==> src/rtl/matvec_pkg.sv <==
// Shared types for the matrix-vector stream controller.
// Sequencing state encoding and result-counter width.
package matvec_pkg;

    typedef enum logic [1:0] {
        IDLE = 2'd0,
        LOAD = 2'd1,
        RUN  = 2'd2
    } matvec_state_t;

    localparam int MATVEC_CNT_W = 16;

endpackage

==> src/rtl/mult_mat_vec_comb.sv <==
// Combinational unsigned matrix-vector product, each element truncated to 2*Nbits.
// Latency: none (pure combinational).
// Backpressure: none; the instantiating block sequences operands and captures results.
module mult_mat_vec_comb #(
    parameter int Mdata = 4,
    parameter int Ndata = 4,
    parameter int Nbits = 8
) (
    input  logic [Mdata*Ndata*Nbits-1:0] M,
    input  logic [Ndata*Nbits-1:0]       X,
    output logic [Mdata*2*Nbits-1:0]     out
);
    localparam int ROW_W = Ndata*Nbits;
    localparam int PW    = 2*Nbits;

    // Every product fits in PW bits; only the running sum wraps.
    function automatic logic [PW-1:0] dot(input logic [ROW_W-1:0] m_row,
                                          input logic [ROW_W-1:0] x_vec);
        logic [PW-1:0] acc;
        acc = '0;
        for (int j = 0; j < Ndata; j++) begin
            acc = acc + (PW'(m_row[j*Nbits +: Nbits]) * PW'(x_vec[j*Nbits +: Nbits]));
        end
        return acc;
    endfunction

    for (genvar r = 0; r < Mdata; r++) begin : g_row
        assign out[r*PW +: PW] = dot(M[r*ROW_W +: ROW_W], X);
    end

endmodule

==> src/rtl/matvec_stream_ctrl.sv <==
// Loads an Mdata x Ndata matrix row by row, then streams vectors through mult_mat_vec_comb.
// Latency: 1 cycle from vector handshake to y_valid; one vector per cycle when y_ready is high.
// Backpressure: one-deep output register; x_ready drops while a result is stalled. MATVEC_CNT_EN adds vec_count.
module matvec_stream_ctrl
    import matvec_pkg::*;
#(
    parameter int Mdata = 4,
    parameter int Ndata = 4,
    parameter int Nbits = 8
) (
    input  logic                     clk,
    input  logic                     rst_n,
    input  logic                     clear,
    input  logic                     ld_valid,
    output logic                     ld_ready,
    input  logic [Ndata*Nbits-1:0]   ld_row,
    input  logic                     x_valid,
    output logic                     x_ready,
    input  logic [Ndata*Nbits-1:0]   x_data,
    output logic                     y_valid,
    input  logic                     y_ready,
    output logic [Mdata*2*Nbits-1:0] y_data,
    output logic                     mat_ok
`ifdef MATVEC_CNT_EN
    ,
    output logic [MATVEC_CNT_W-1:0]  vec_count
`endif
);
    localparam int ROW_W = Ndata*Nbits;
    localparam int MAT_W = Mdata*ROW_W;
    localparam int RC_W  = (Mdata > 1) ? $clog2(Mdata) : 1;
    localparam logic [RC_W-1:0] ROW_LAST = RC_W'(Mdata - 1);

    matvec_state_t               state, state_nxt;
    logic [RC_W-1:0]             row_cnt, row_nxt;
    logic [MAT_W-1:0]            mat_q;
    logic [Mdata*2*Nbits-1:0]    dp_out;
    logic                        ld_hs;
    logic                        x_hs;
    logic                        y_take;

    // Gating by rst_n keeps both ready outputs low for the whole reset window.
    assign ld_ready = rst_n && (state != RUN) && !clear;
    assign x_ready  = rst_n && (state == RUN) && !clear && (!y_valid || y_ready);
    assign ld_hs    = ld_valid && ld_ready;
    assign x_hs     = x_valid && x_ready;
    assign y_take   = y_valid && y_ready;
    assign mat_ok   = (state == RUN);

    always_ff @(posedge clk) begin
        if (!rst_n) begin
            state   <= IDLE;
            row_cnt <= '0;
        end else begin
            state   <= state_nxt;
            row_cnt <= row_nxt;
        end
    end

    always_comb begin
        state_nxt = state;
        row_nxt   = row_cnt;
        case (state)
            IDLE, LOAD: begin
                if (ld_hs) begin
                    if (row_cnt == ROW_LAST) begin
                        state_nxt = RUN;
                        row_nxt   = '0;
                    end else begin
                        state_nxt = LOAD;
                        row_nxt   = row_cnt + 1'b1;
                    end
                end
            end
            default: ;
        endcase
        if (clear) begin
            state_nxt = IDLE;
            row_nxt   = '0;
        end
    end

    // clear leaves the coefficients in place; only reset zeroes them.
    always_ff @(posedge clk) begin
        if (!rst_n) begin
            mat_q <= '0;
        end else if (ld_hs) begin
            for (int r = 0; r < Mdata; r++) begin
                if (row_cnt == RC_W'(r)) begin
                    mat_q[r*ROW_W +: ROW_W] <= ld_row;
                end
            end
        end
    end

    mult_mat_vec_comb #(
        .Mdata (Mdata),
        .Ndata (Ndata),
        .Nbits (Nbits)
    ) u_dp (
        .M   (mat_q),
        .X   (x_data),
        .out (dp_out)
    );

    always_ff @(posedge clk) begin
        if (!rst_n) begin
            y_valid <= 1'b0;
            y_data  <= '0;
        end else if (clear) begin
            y_valid <= 1'b0;
        end else if (x_hs) begin
            y_valid <= 1'b1;
            y_data  <= dp_out;
        end else if (y_take) begin
            y_valid <= 1'b0;
        end
    end

`ifdef MATVEC_CNT_EN
    always_ff @(posedge clk) begin
        if (!rst_n || clear) begin
            vec_count <= '0;
        end else if (y_take) begin
            vec_count <= vec_count + 1'b1;
        end
    end
`endif

endmodule

==> config.mk <==
export PLATFORM = sky130hd
export DESIGN_NAME = matvec_stream_ctrl
export DESIGN_NICKNAME = d
export VERILOG_FILES = /design/src/rtl/matvec_pkg.sv /design/src/rtl/mult_mat_vec_comb.sv /design/src/rtl/matvec_stream_ctrl.sv
export SDC_FILE = /design/constraint.sdc
export NUM_CORES = 2
export LEC_CHECK = 0
export CORE_ASPECT_RATIO = 0.75
export CORE_MARGIN = 2
export CORE_UTILIZATION = 35
export DETAILED_ROUTE_END_ITERATION = 10
export MAX_ROUTING_LAYER = met4
export PLACE_DENSITY = 0.61
export SLEW_MARGIN = 40
export SYNTH_ARGS = -nofsm -noshare
export SYNTH_HDL_FRONTEND = slang
export SYNTH_SLANG_ARGS = --single-unit
==> constraint.sdc <==
create_clock -name clk -period 6.69 [get_ports clk]
set_clock_uncertainty 0.2 [all_clocks]
set_input_delay 1.0035 -clock clk [delete_from_list [all_inputs] [get_ports clk]]
set_output_delay 1.0035 -clock clk [all_outputs]
set_load 0.02 [all_outputs]
==> metrics.md <==
| Metric | Value |
|---|---|
| Status | `finished, violations left` |
| Failing checks | `setup timing` |
| Clk_lat worst skew | `550 ps` |
| Final setup viols | `25` |
| CP Buf/Inv Count | `6` |
| GRT overflow | `0` |
| Crit path DAT | `7040 ps` |
| Pwr/cell area | `approximately 73 nW/um2` |
| Clk slew on worst S/H paths | `around 80 ps` |
| Post-synth EDFFs | `0` |
| Sequential cell area | `slightly below 4000 um2` |
| Vias per inst | `a little under 5` |
| Hold crit path type | `flip-flop to flip-flop` |
| Fin. max-slew vios | `0` |
| Synthesized area | `between 40000 and 50000 um2` |
| Top Family by Delay on Critical Path | `adder cells` |
| Leakage | `around 0.026 uW` |
| Chip height | `slightly above 300 um` |
| Pin count of the biggest net entering global routing | `between 70 and 80` |
| # IOs | `138` |
| Clock Sinks | `197` |
| Htree depth | `4` |
| Yosys top cell by area | `fa_1` |
| Total power | `approximately 3800 uW` |
| CP cell instances | `buf_12, buf_12, buf_8, buf_12, and2_4, fa_2, inv_2, fa_1, fa_2, fa_1, inv_2, fa_2, fa_1, fa_1, fa_1, ha_4, or3_4, o2111ai_4, a31oi_2, xnor2_1, o21ai_1` |
| Non-filler cells in the finished layout | `6743` |
| I/O Buffers | `137` |
| Routability Congestion | `about 0.87` |
| Die ar. | `between 100000 and 150000 um2` |
| Number of core rows | `110` |
| Starting Density | `0.353` |
| Hold Path Depth | `2` |
| R2R Setup Slk | `roughly 130 ps` |
| Critical Path Source Type | `primary input` |
| Crit path largest cell delay | `about 600 ps` |
| Post-Route WL | `between 100 and 150 mm` |
| CP required | `6910 ps` |
| Number of fillers in the final layout | `11800` |
| Cell count after synthesis | `4723` |
| Worst Setup End Kind | `flip-flop` |
| Final Core Density | `0.431` |
| Via Count | `32500` |
| Clock root buffer | `clkbuf_16` |
| Actual slew at the worst max-slew pin | `about 850 ps` |
| Worst Min Path Start | `y_data[41]` |
| Final WS setup | `-132 ps` |
| WS Path Type | `primary input to flip-flop` |
| Number of remaining DRC errors | `0` |
| Iter 0 DRT Violations | `2042` |
| Min Tclk post-route | `between 6000 and 7000 ps` |
| Yosys cell types | `36` |
| Synth Flop Type | `dfxtp_1` |
| Count leader, synth | `inv_1` |
| Final count of hold timing violations | `0` |
| Final period util | `1.02` |
| CTS tree | `done` |
| Worst reg2reg startpoint | `mat_q[124]` |
| First-pass GRT wire length | `209 mm` |
| Number of global-route vias before repair | `approximately 34000` |
| Fmax | `roughly 150 MHz` |
| Aggregate global-route resource usage | `0.236` |
| Max Cap Viol | `0` |
| Hold_buf cts | `0` |
| Synth Warn # | `0` |
| Antenna-violating nets left | `0` |
| Hpwl dp | `around 100 mm` |
| CP Max Fanout | `5` |
| Most used cell, CP | `fa_1` |
| Maximum vdd ir drop | `roughly 160 uV` |
| Num CTS Buffers | `17` |
| Setup slack at placement | `-1120 ps` |
| Dpl cells | `6590` |
| RSZ-0062 raised after global routing | `yes` |
| Initial antenna violation count | `10` |
| Routed len/inst | `just over 20 um` |
| Area of the multi-input gates | `34600 um2` |
| FF+latch count, synth | `197` |
| Final nets | `6518` |
| First-pass DRT Iterations | `5` |
| Top post-synthesis cells by count | `inv_1, fa_1, nand2_1` |
| Cell at the slowest stage of the critical path | `fa_2` |
| Post-synthesis async set-or-reset flop share | `0` |
| Slew HR | `0.431` |
| Core ar. | `approximately 120000 um2` |
| Worst R2R End | `y_data[63]` |
| Worst reg-to-reg path cell count | `20` |
| Register area share after synthesis | `0.0930` |
| Post-synth top area share | `0.412` |
| Hold Path Sink | `y_data[41]` |
| Ratio of cells with drive above 1 in the final layout | `0.148` |
| Syn Nets | `a little over 6000` |
| Area growth syn-to-layout | `21.9%` |
| Die Wd | `406 um` |
| Mapped Avg Cell Area | `roughly 9.0 um2` |
| Top area cells in the synthesized netlist | `fa_1, ha_1, inv_1, and2_1, dfxtp_1` |
| Longest Clk Path Bufs | `2` |
-- routing by layer --
layer	routed length [um]	share of wire	track usage
met5	0	0	-
met2	63900	0.46	0.361
met1	59600	0.43	0.321
met4	2770	0.020	0.0521
met3	13600	0.097	0.0488
-- sequential cells by signal, summed over array words and instances (netlist names) --
signal and count:
y_data 64, state 2, y_valid 1, mat_q 128, row_cnt 2
-- logic make-up (layout without fill, tap and decap cells) --
| group | after synthesis | count (layout) | share of synthesized area |
|---|---|---|---|
| xor+xnor | 68 | 68 | 0.0140 |
| flops | 197 | 197 | 0.0930 |
| buf+inv | 1341 | 1735 | 0.119 |
| other cells | 0 | 2 | 0 |
| simple gates | 1469 | 1469 | 0.173 |
| fa+ha+maj | 1344 | 1344 | 0.551 |
| compound gates | 303 | 303 | 0.0490 |
| mux | 1 | 1 | 0.000236 |
-- through the flow --
step           instance area, um2  setup TNS, ps  hold slack (ps)
2_1_floorplan               42900           -929              261
4_1_cts                     50700           -849              269
3_5_place_dp                48100         -41790              260
6_report                    51700          -1840              259
3_3_place_gp                48100         -39400              255
5_1_grt                     51700          -5870              283
-- worst max path at each step --
stage | startpoint | to | slack [ps] | depth (start not counted)
3_5_place_dp | x_data[29] | y_data[13] | -1120 | 21
3_3_place_gp | x_data[13] | y_data[13] | -1110 | 19
2_1_floorplan | x_data[27] | y_data[11] | -140 | 20
6_report | x_data[27] | y_data[47] | -130 | 21
4_1_cts | x_data[21] | y_data[27] | -130 | 21
5_1_grt | x_data[27] | y_data[31] | -300 | 23
-- cell type report --
type | count | share of cell area
antenna | 2 | 0.0000968
clock buffer | 20 | 0.00884
clock inverter | 12 | 0.00276
inverter | 1141 | 0.0829
multi-input combinational | 3185 | 0.670
sequential | 197 | 0.0763
tap | 1624 | 0.0393
timing repair buffer | 562 | 0.120
-- report_power, final --
group          leakage, uW  switching [uW]  internal, uW
Clock             0.000292             601           579
Sequential         0.00159            20.7          1180
Combinational       0.0238             762           639
Total               0.0257            1380          2400
-- placed cells by master (no fill, tap or decap), types with 61 or more instances in the layout --
master and count:
buf_4 305, dfxtp_1 197, ha_1 435, nand2_1 688, clkdlybuf4s50_1 105, inv_1 1102
and2_1 595, fa_1 814, a21boi_0 150, buf_12 61
-- worst register-to-register path: stages (launching register included) --
cell       delay [ps]
dfxtp_1           380
buf_4             180
and2_4            150
fa_1              540
inv_2              40
fa_1              530
fa_1              450
fa_1              570
inv_2              40
fa_1              580
fa_1              450
fa_1              530
inv_2              40
fa_1              530
inv_2              60
ha_4              150
or3_4             390
o2111ai_4         260
a31oi_4           120
xnor2_1           170
o21ai_1            70
-- what timing repair did --
item | 4_1_cts | 5_1_grt
buffers inserted | 61 | 30
cloned | 28 | 6
pin swaps | 192 | 176
endpoints found under the setup margin | 40 | 40
gates resized for setup | 374 | 185
Note: power is estimated with default switching activity, not from simulation.
